==> src/rtl/instr_assembler.sv <==
// Serial instruction assembler: collects an instruction word from bus beats,
// then an immediate for I/M-type opcodes, and holds the result for decode.
module instr_assembler #(
  parameter int BUS_W   = 8,
  parameter int INSTR_W = 16,
  parameter int IMM_W   = 16
) (
  input  logic               clk,
  input  logic               rst,
  input  logic               flush,
  input  logic               data_ready,
  input  logic [BUS_W-1:0]   serial_in,
  output logic               in_ready,
  output logic [INSTR_W-1:0] instruction,
  output logic [IMM_W-1:0]   imm,
  output logic               has_imm,
  output logic               instr_valid,
  input  logic               instr_ready,
  output logic               error
);

  typedef enum logic [2:0] {
    R_TYPE  = 3'd0,
    I_TYPE  = 3'd1,
    B_TYPE  = 3'd2,
    J_TYPE  = 3'd3,
    M_TYPE  = 3'd4,
    SYS_END = 3'd5
  } opcode_t;

  typedef enum logic [1:0] {
    S_INSTR,
    S_IMM,
    S_HOLD
  } state_t;

  localparam int IB    = INSTR_W / BUS_W;
  localparam int MB    = IMM_W / BUS_W;
  localparam int MAXB  = (IB > MB) ? IB : MB;
  localparam int CNT_W = (MAXB > 1) ? $clog2(MAXB) : 1;
  localparam logic [CNT_W-1:0] IB_LAST = CNT_W'(IB - 1);
  localparam logic [CNT_W-1:0] MB_LAST = CNT_W'(MB - 1);

  function automatic logic needs_imm(input logic [2:0] op);
    return (opcode_t'(op) == I_TYPE) || (opcode_t'(op) == M_TYPE);
  endfunction

  function automatic logic is_legal(input logic [2:0] op);
    case (opcode_t'(op))
      R_TYPE, I_TYPE, B_TYPE, J_TYPE, M_TYPE, SYS_END: return 1'b1;
      default:                                          return 1'b0;
    endcase
  endfunction

  state_t             r_state;
  state_t             w_state_nxt;
  logic [CNT_W-1:0]   r_count;
  logic [INSTR_W-1:0] r_instr;
  logic [IMM_W-1:0]   r_imm;
  logic               r_has_imm;

  logic [INSTR_W-1:0] w_instr_shift;
  logic [IMM_W-1:0]   w_imm_shift;
  logic               w_beat;
  logic               w_hs;
  logic               w_collect;
  logic               w_last_instr;
  logic               w_last_imm;

  generate
    if (IB == 1) begin : g_instr_one
      assign w_instr_shift = serial_in;
    end else begin : g_instr_multi
      assign w_instr_shift = {serial_in, r_instr[INSTR_W-1:BUS_W]};
    end
    if (MB == 1) begin : g_imm_one
      assign w_imm_shift = serial_in;
    end else begin : g_imm_multi
      assign w_imm_shift = {serial_in, r_imm[IMM_W-1:BUS_W]};
    end
  endgenerate

  assign instr_valid  = (r_state == S_HOLD);
  assign in_ready     = (r_state != S_HOLD) || instr_ready;
  assign w_beat       = data_ready && in_ready;
  assign w_hs         = instr_valid && instr_ready;
  // A beat taken during the handshake is beat 0 of the next word (count is 0 in HOLD).
  assign w_collect    = (r_state == S_INSTR) || w_hs;
  assign w_last_instr = (r_count == IB_LAST);
  assign w_last_imm   = (r_count == MB_LAST);

  assign instruction = r_instr;
  assign imm         = r_imm;
  assign has_imm     = r_has_imm;
  assign error       = instr_valid && !is_legal(r_instr[2:0]);

  always_ff @(posedge clk or posedge rst) begin
    if (rst) r_state <= S_INSTR;
    else     r_state <= w_state_nxt;
  end

  always_comb begin
    w_state_nxt = r_state;
    if (flush) begin
      w_state_nxt = S_INSTR;
    end else if (w_collect) begin
      if (w_beat && w_last_instr)
        w_state_nxt = needs_imm(w_instr_shift[2:0]) ? S_IMM : S_HOLD;
      else
        w_state_nxt = S_INSTR;
    end else if ((r_state == S_IMM) && w_beat && w_last_imm) begin
      w_state_nxt = S_HOLD;
    end
  end

  always_ff @(posedge clk or posedge rst) begin
    if (rst) begin
      r_count   <= '0;
      r_instr   <= '0;
      r_imm     <= '0;
      r_has_imm <= 1'b0;
    end else if (flush) begin
      r_count   <= '0;
      r_instr   <= '0;
      r_imm     <= '0;
      r_has_imm <= 1'b0;
    end else begin
      if (w_hs) begin
        r_imm     <= '0;
        r_has_imm <= 1'b0;
      end
      if (w_collect && w_beat) begin
        r_instr <= w_instr_shift;
        if (w_last_instr) begin
          r_count   <= '0;
          r_imm     <= '0;
          r_has_imm <= 1'b0;
        end else begin
          r_count <= r_count + CNT_W'(1);
        end
      end else if ((r_state == S_IMM) && w_beat) begin
        r_imm <= w_imm_shift;
        if (w_last_imm) begin
          r_count   <= '0;
          r_has_imm <= 1'b1;
        end else begin
          r_count <= r_count + CNT_W'(1);
        end
      end
    end
  end

endmodule

==> config.mk <==
export PLATFORM = sky130hd
export DESIGN_NAME = instr_assembler
export DESIGN_NICKNAME = d
export VERILOG_FILES = /design/src/rtl/instr_assembler.sv
export SDC_FILE = /design/constraint.sdc
export NUM_CORES = 1
export LEC_CHECK = 0
export BUFFER_PORTS_ARGS = -buffer_cell sky130_fd_sc_hd__buf_2
export CORE_MARGIN = 2
export CORE_UTILIZATION = 27
export CTS_BUF_LIST = sky130_fd_sc_hd__clkbuf_2 sky130_fd_sc_hd__clkbuf_4 sky130_fd_sc_hd__clkbuf_8
export DETAILED_ROUTE_END_ITERATION = 7
export HOLD_SLACK_MARGIN = 0.1
export PLACE_DENSITY = 0.59
export SLEW_MARGIN = 5
export SYNTH_ARGS = -nofsm -noshare
export SYNTH_HDL_FRONTEND = slang
export SYNTH_SLANG_ARGS = --single-unit
export TNS_END_PERCENT = 1
==> constraint.sdc <==
create_clock -name clk -period 1.85 [get_ports clk]
set_input_delay 0.185 -clock clk [delete_from_list [all_inputs] [get_ports clk]]
set_output_delay 0.185 -clock clk [all_outputs]
set_load 0.005 [all_outputs]
# Word-level counts from Yosys, hierarchy flattened
# Index checks and enable logic that the tools add are counted.
[word_totals]
inputBits = 13
output_inout_bits = 36
ramBits = 0
mem_bits_ro = 0
word_cells = 56
memories = 0
ff_bits = 36
latchBits = 0
[classes]
n_reduce_logical = 17
n_lt_le_gt_ge = 0
div = 0
addsub = 1
n_bitwise = 0
mul = 0
n_shift = 0
n_mux = 23
n_eq_ne = 10
[op_table]
columns = ["operator", "count"]
rows = [
  ["$mux W16", 7],
  ["$mux W1", 11],
  ["$mux W2", 5],
  ["$eq A3 B3 Y1 const B", 3],
  ["$logic_and A1 B1 Y1", 7],
  ["$eq A3 B1 Y1 const B", 2],
  ["$eq A3 B2 Y1 const B", 2],
  ["$reduce_bool A3 Y1", 2],
  ["$reduce_or A6 Y1", 1],
  ["$logic_not A3 Y1", 1],
  ["$logic_or A1 B1 Y1", 3],
  ["$eq A2 B1 Y1 const B", 1],
  ["$eq A2 B2 Y1 const B", 1],
  ["$logic_not A2 Y1", 1],
  ["$ne A2 B2 Y1 const B", 1],
  ["$reduce_bool A2 Y1", 1],
  ["$add A1 B1 Y1 const B", 1],
  ["$logic_not A1 Y1", 1],
]

# Depth between registers and ports, before layout
# Gate-level depths: netlist (run 1).
[logic_depth]
depth_word = 8
mapped_depth = 6
mapped_depth_nobuf = 3

# Least setup slack after synthesis (run 1)
# OpenSTA, ideal clock, no wires.
[synth_path]
path_kind = "reg-to-reg"
startpoint = "reg r_state[1]"
endpoint = "reg r_imm[10] (netlist: imm[10])"
path_stages_with_launch = 6
t_arrival_ps = 1231
setup_time_ps = 120
path_buffers = 2
slack_ps = 498
path_cell_list = "dfrtp_1 nor2b_1 buf_6 o31ai_4 buf_6 nor3_1"
[synth_via]
elab_chain_cells = 7
word_cells_on_any_way = 15
cone_classes = "3 x eq/ne; 5 x mux; 7 x reduce/logical"
[synth_rtl]
columns = ["item", "line_no", "source"]
rows = [
  ["start, declared", "55", "state_t r_state;"],
  ["start signal, assigned", "99", "else r_state <= w_state_nxt;"],
  ["$ne A2 B2 Y1", "84", "assign in_ready = (r_state != S_HOLD) || instr_ready;"],
  ["$logic_or A1 B1 Y1", "84", ""],
  ["$logic_and A1 B1 Y1", "85", "assign w_beat = data_ready && in_ready;"],
  ["$logic_and A1 B1 Y1", "141", "end else if ((r_state == S_IMM) && w_beat) begin"],
  ["$mux W16", "141", ""],
  ["$mux W16 *", "132", "if (w_collect && w_beat) begin"],
  ["$mux W16 *", "122", "end else if (flush) begin"],
  ["end signal, assigned", "142", "r_imm <= w_imm_shift;"],
  ["end, declared", "59", "logic [IMM_W-1:0] r_imm;"],
]
# Every way passes the cells marked *; elsewhere a longest branch is shown, timed or not.
# A chain may end at the register's enable or synchronous reset.

# Worst setup path after layout (run 1)
[layout_path]
startpoint = "reg r_state[0]"
endpoint = "out error"
[layout_via]
elab_chain_cells = 2
[layout_rtl]
columns = ["item", "line_no", "source"]
rows = [
  ["$eq A2 B2 Y1", "83", "assign instr_valid = (r_state == S_HOLD);"],
  ["$logic_and A1 B1 Y1", "95", "assign error = instr_valid && !is_legal(r_instr[2:0]);"],
  ["end, declared", "19", "output logic error"],
]
# Every way passes these cells.

==> results of run 1 <==
-- path summary, 6_finish.rpt --
path                                         to            from  slack [ns]  cells after the start
worst max-delay path                      error      r_state[0]        0.39                      3
worst min-delay path            instruction[15]    serial_in[7]        0.16                      3
worst max register to register          r_count      r_state[0]        0.40                      3
worst min register to register   instruction[6]  instruction[6]        0.54                      2
max in group asynchronous                imm[8]             rst        0.96                      4
min in group asynchronous                imm[7]             rst        0.54                      4
-- report_power, final --
group / total [uW] / internal, uW / switching, uW
clock: 496 / 243 / 253
sequential: 832 / 811 / 21.7
combinational: 167 / 63.5 / 104
-- layer usage --
metal  wire length (um)  GRT usage (%)  share of wire [%]  vias to the layer above
li1                   -              -                  -                      710
met3                201          3.913                4.6                        8
met2               2054          20.97                 47                       37
met4                 80          5.500                1.8                        0
met1               1991          17.17                 46                      703
met5                  0              0                  0                        -
-- metrics by stage --
stage	std cells	area [um2]	hold WS, ns
after floorplan	176	1650	0.3274
after global placement	291	1947	0.3186
after detailed placement	291	1947	0.3197
after CTS	297	2026	0.1444
after global routing	297	2026	0.1684
final	297	2026	0.1555
-- flip-flops by register name, indices dropped and copies added, names as in the netlist --
signal       cells
r_count          1
has_imm          1
r_state          2
instruction     16
imm             16
-- synthesized netlist by cell type, drive strengths merged --
cell type	count	area (um2)
nor2b	3	18.77
dfrtp	36	900.9
nand2b	3	18.77
or2	1	6.260
o21ai	19	95.09
a21oi	34	170.2
nor4	1	6.260
inv	2	7.510
buf	12	78.82
nand3	16	80.08
nand2	1	3.750
o2111ai	1	8.760
nand3b	2	15.01
nor2	17	63.81
a31oi	1	6.260
a22oi	1	7.510
nor3	16	80.08
o31ai	1	21.27
clkbuf	3	11.26
and2	1	6.260
and3	1	6.260
and3b	1	8.760
xnor2	1	8.760
o21a	1	7.510
and4bb	1	12.51
-- layout make-up --
type | instances | area [um2]
clock buffer | 5 | 68.82
fill | 622 | 3895
inverter | 2 | 7.507
multi-input combinational | 123 | 651.9
sequential | 36 | 900.9
tap | 75 | 93.84
timing repair buffer | 56 | 302.8
-- logic make-up (layout without fill, tap and decap cells) --
logic type      count (synthesis)  in the layout  synth area share, %
flops                          36             36                54.59
buf+inv                        17             63                5.913
simple gates                   64             64                19.79
xor+xnor                        1              1               0.5308
compound gates                 58             58                19.18
-- worst max-delay path, delay by kind of cell (launching register included) --
| kind | cells | cell delay, ns |
|---|---|---|
| DFF | 1 | 0.49 |
| and+or+nand+nor | 2 | 0.40 |
| buffers and inverters | 1 | 0.10 |
==> summary.txt, run 1 <==
Outcome
  • Status: completed

Critical path
  • Crit Path Category: register to output pin
  • Crit-path cells: nor2b_1 -> and3_1 -> buf_2
  • Crit start category: register
  • Critical Path AT: 1.27 ns
  • Worst Path Required: between 1.5 and 2 ns
  • Largest fanout on the critical path: 10
  • CP max stage delay: just under 0.5 ns
  • Critical-path top delay cell: dfrtp_1
  • CP Capture Type: output pin

Routing
  • DR pass1 iterations: 4
  • First DRT Iteration DRCs: between 100 and 150
  • Antenna-violating nets left: 0
  • Vias per cell: between 4 and 5
  • DR vias: about 1500
  • Drt wl/cell: around 15 um
  • Drt total wl: around 4.3 mm
  • DRC: 0

Placed design
  • PortBufs: 48
  • Final GP Congestion: 0.7592
  • Setup slack at placement: 0.4001 ns
  • Hpwl dp: 2.858 mm

Hold path
  • Hold Path Class: input pin to register

STA
  • Max-slew violations: 0
  • Fin crit share: roughly four fifths
  • Final setup violation count: 0
  • Max Clk Rate: between 600 and 700 MHz
  • Unrepaired setup endpoints after global routing: no
  • TNS Setup: 0 ns
  • Final min period: 1.459 ns
  • Worst-Margin Slew: about 0.56 ns
  • Final setup margin: a little under 0.4 ns
  • Max_slew headroom: between 60% and 70%
  • Fin. Hold Viols: 0
  • Clock Skew: between 0.005 and 0.006 ns

Clock tree
  • Clock sink count: 36
  • Hold-fix buffers, CTS: 1
  • Clock-pin slew on the worst setup and hold paths: roughly 0.07 ns
  • Post-CTS Resized: 0
  • H-tree depth: 2
  • Post-CTS setup buffers: 0
  • Root buf cell: clkbuf_8
  • CTS tree: done
  • Num CTS Buffers: 5
  • Worst skew pair latency: about 0.28 ns
  • Bufs on Longest Clock Path: 2

Global routing
  • Initial antenna violation count: 0
  • Pin count of the biggest net entering global routing: 37
  • Grt ovf: 0
  • First-pass GRT wire length: about 6.8 mm
  • GRT Resource Usage Total: 13.35%
  • Vias in the first global route: approximately 1400

Synth
  • Netlist cell types: 29
  • Post-synthesis sequential area ratio: roughly 55%
  • Ys Warns: 0
  • Mean area per synthesized cell: ~9.4 um2
  • Seq cells post-synth: 36
  • Syn nets: 189
  • Post-Syn Area: between 0.0015 and 0.002 mm2
  • Cell count after synthesis: between 150 and 200

Die
  • Die area: between 0.006 and 0.007 mm2
  • Chip width: 82.18 um
  • Area of the core: between 0.005 and 0.006 mm2
  • Starting density of the core: between 20 and 30%
  • Die height: slightly above 80 um
  • Rows: 28
  • Top Ports: 49

Final layout
  • Final net count: 237
  • Share of layout cells above drive strength 1: between 20% and 30%
  • Area Growth Syn to Fin: 22.74%
  • Fin util: 34.21%
  • Leading cell types in the layout, fill and taps excluded: buf_2 (48), dfrtp_1 (36), a21oi_1 (34)
  • Commonest non-fill, non-tap cell in the layout: buf_2
  • Number of diodes: 0

Power and ir drop
  • VDD IR max: between 300 and 400 uV
  • Design Power: ~1500 uW
  • Pwr dens: around 740 mW/mm2
  • Leakage: roughly 0.0010 uW

Run
  • Max_cap viols: 0
Power figures use the tool's default switching activity.
==> run 2: changes to the inputs <==
- PLACE_DENSITY: 0.59 -> 0.61
- clock period: 1.85 -> 1.2 ns (I/O delays scaled with it)
==> run 2 against run 1 <==
Effect of this change: the flow now finishes with violations (setup timing); clock skew down 0.0025 ns; total power is 76% higher; final area up 18%; first-iteration DRC count shrank 21%; critical endpoint unchanged; largest power group unchanged.
==> summary.txt, run 2 (synthesis gave the netlist of run 1 again) <==
Outcome
  • Status: finished, violations left
  • Failing checks: setup timing

Routing
  • DRC: 0 (unchanged)
  • Vias per cell: 5.006 (+2.0%)
  • DR vias: 1612 (+11%)
  • First DRT Iteration DRCs: 103 (-21%)
  • Drt wl/cell: 15.40 um (+5.7%)
  • Drt total wl: 4.958 mm (+15%)
  • DR pass1 iterations: 4 (unchanged)
  • Antenna-violating nets left: 0 (unchanged)

Final layout
  • Final Cell Area: 0.002400 mm2 (+18%)
  • Area Growth Syn to Fin: 45.41%
  • Layout fillers: 603 (-3.1%)
  • Share of layout cells above drive strength 1: 40.89% (+13 points)
  • Number of diodes: 0 (unchanged)
  • Commonest non-fill, non-tap cell in the layout: buf_2
  • Final net count: 259 (+9.3%)
  • Leading cell types in the layout, fill and taps excluded: buf_2 (48), dfrtp_1 (35), a21oi_1 (27)

Clock tree
  • CTS tree: done
  • Clock sink count: 36 (unchanged)
  • Bufs on Longest Clock Path: 2 (unchanged)
  • H-tree depth: 2 (unchanged)
  • Root buf cell: clkbuf_8
  • Clock-pin slew on the worst setup and hold paths: 0.07 ns (about the same)
  • Num CTS Buffers: 5 (unchanged)
  • Worst skew pair latency: 0.29 ns (about the same)

Critical path
  • Worst Path Required: 1.08 ns (-0.58 ns)
  • Worst path bufs/invs: 2 (+1)
  • Crit path depth: 4 (+1)
  • Critical Path AT: 1.20 ns (-0.07 ns)
  • CP Capture Type: output pin
  • Critical-path top delay cell: dfrtp_1
  • R2R cell count: 6 (+3)
  • Crit Path Category: register to output pin
  • CP max stage delay: 0.42 ns (-0.07 ns)
  • Crit-path cells: buf_6 -> nor2b_4 -> and3_1 -> buf_2
  • Top delay family on crit path: flip-flops
  • Crit start category: register
  • Largest fanout on the critical path: 3 (-7)

Global routing
  • GRT Resource Usage Total: 14.54% (+1.2 points)
  • Vias in the first global route: 1486 (+8.8%)
  • Grt ovf: 0 (unchanged)
  • First-pass GRT wire length: 7.493 mm (+11%)
  • Pin count of the biggest net entering global routing: 37 (unchanged)
  • Initial antenna violation count: 0 (unchanged)

Placed design
  • Placement Cell Area: 0.002079 mm2 (+6.8%)
  • PortBufs: 48 (unchanged)
  • Final GP Congestion: 0.7934 (+4.5%)
  • Hpwl dp: 3.083 mm (+7.9%)

STA
  • Fin crit share: 110.3%
  • Max Clk Rate: 755.5 MHz
  • TNS Setup: -3.476 ns (-3.476 ns)
  • Max_slew headroom: 84.13% (+22 points)
  • Max-slew violations: 0 (unchanged)
  • Fin. Hold Viols: 0 (unchanged)
  • Worst-Margin Slew: 0.2364 ns (-0.3247 ns)
  • Clock Skew: 0.002624 ns (-0.002474 ns)
  • Final setup margin: -0.1236 ns (-0.5146 ns)
  • Final min period: about 1.3 ns
  • Unrepaired setup endpoints after global routing: yes
  • Final setup violation count: 36 (+36)

Die
  • Chip width: 82.18 um (unchanged)
  • Die area: 0.006754 mm2 (unchanged)
  • Die height: 82.18 um (unchanged)
  • Starting density of the core: 27.87% (unchanged)
  • Top Ports: 49 (unchanged)
  • Rows: 28 (unchanged)
  • Area of the core: 0.005921 mm2 (unchanged)

Power and ir drop
  • Pwr dens: 1097 mW/mm2 (+49%)
  • Leakage: 0.001171 uW (+17%)
  • VDD IR max: 580.7 uV (+73%)

Hold path
  • Hold Path Class: input pin to register
  • Hold path depth: 3 (unchanged)

Run
  • Max_cap viols: 0 (unchanged)
==> run 2: changes by cell type in the layout (fill, tap and decap cells not counted), moves of 4 or more <==
cell,delta
a21oi_1,-7
a21oi_2,+7
o21ai_0,-11
buf_12,+4
buf_4,+7
o21ai_1,+11
buf_6,+7
==> run 2: repair_timing <==
item,in CTS,in global routing
pin swaps,1,6
buffers inserted,5,1
cloned,2,1
hold buffers,4,0
hold endpoints to repair,39,0
gates resized for setup,14,24
setup endpoints to repair,37,38
==> run 2: worst min-delay path: stages <==
cell and delay [ns]:
buf_2 0.13, nand3_2 0.06, a21oi_2 0.04
==> run 2: worst paths after layout <==
check	to	slack, ns	start
max	error	-0.12	r_state[0]
min	instruction[14]	0.09	serial_in[6]
min reg2reg	instruction[0]	0.55	instruction[0]
max reg2reg	imm[10]	-0.12	r_state[0]
max in group asynchronous	r_state[1]	0.59	rst
min in group asynchronous	imm[12]	0.41	rst
==> run 2: power by group <==
| part | leakage [uW] | switching (uW) | internal [uW] | total, uW |
|---|---|---|---|---|
| Combinational | 0.000625 | 208 | 186 | 394 |
| Sequential | 0.000493 | 29.6 | 1250 | 1280 |
| Clock | 0.0000523 | 445 | 514 | 960 |
| Total | 0.00117 | 683 | 1950 | 2630 |
==> run 2: area by class of cell <==
| type | instances | area, um2 | area share [%] |
|---|---|---|---|
| clock buffers | 8 | 97.59 | 4.067 |
| inverters | 2 | 7.507 | 0.3128 |
| well taps | 75 | 93.84 | 3.910 |
| repair buffers | 78 | 571.8 | 23.83 |
| multi-input cells | 123 | 726.9 | 30.29 |
| flip-flops and latches | 36 | 902.1 | 37.59 |
==> run 2: layer usage <==
metal  vias up  routed length [um]  track usage (%)
met3        10                 247            3.261
met2        56                2330            22.26
met1       778                2272            19.94
met5         -                   0                0
li1        768                   -                -
met4         0                 107            5.667
==> run 2: through the flow <==
step	cells	setup slack, ns	util (%)	power, uW	hold WS [ns]
5_1_grt	322	-0.1731	40.53	2709	0.1146
3_3_place_gp	301	-0.01904	35.12	1605	0.1806
2_1_floorplan	176	-0.09598	-	1460	0.2624
3_5_place_dp	301	-0.07977	35.12	1608	0.1830
6_report	322	-0.1236	40.53	2632	0.09279
4_1_cts	320	-0.1220	39.24	2604	0.1039
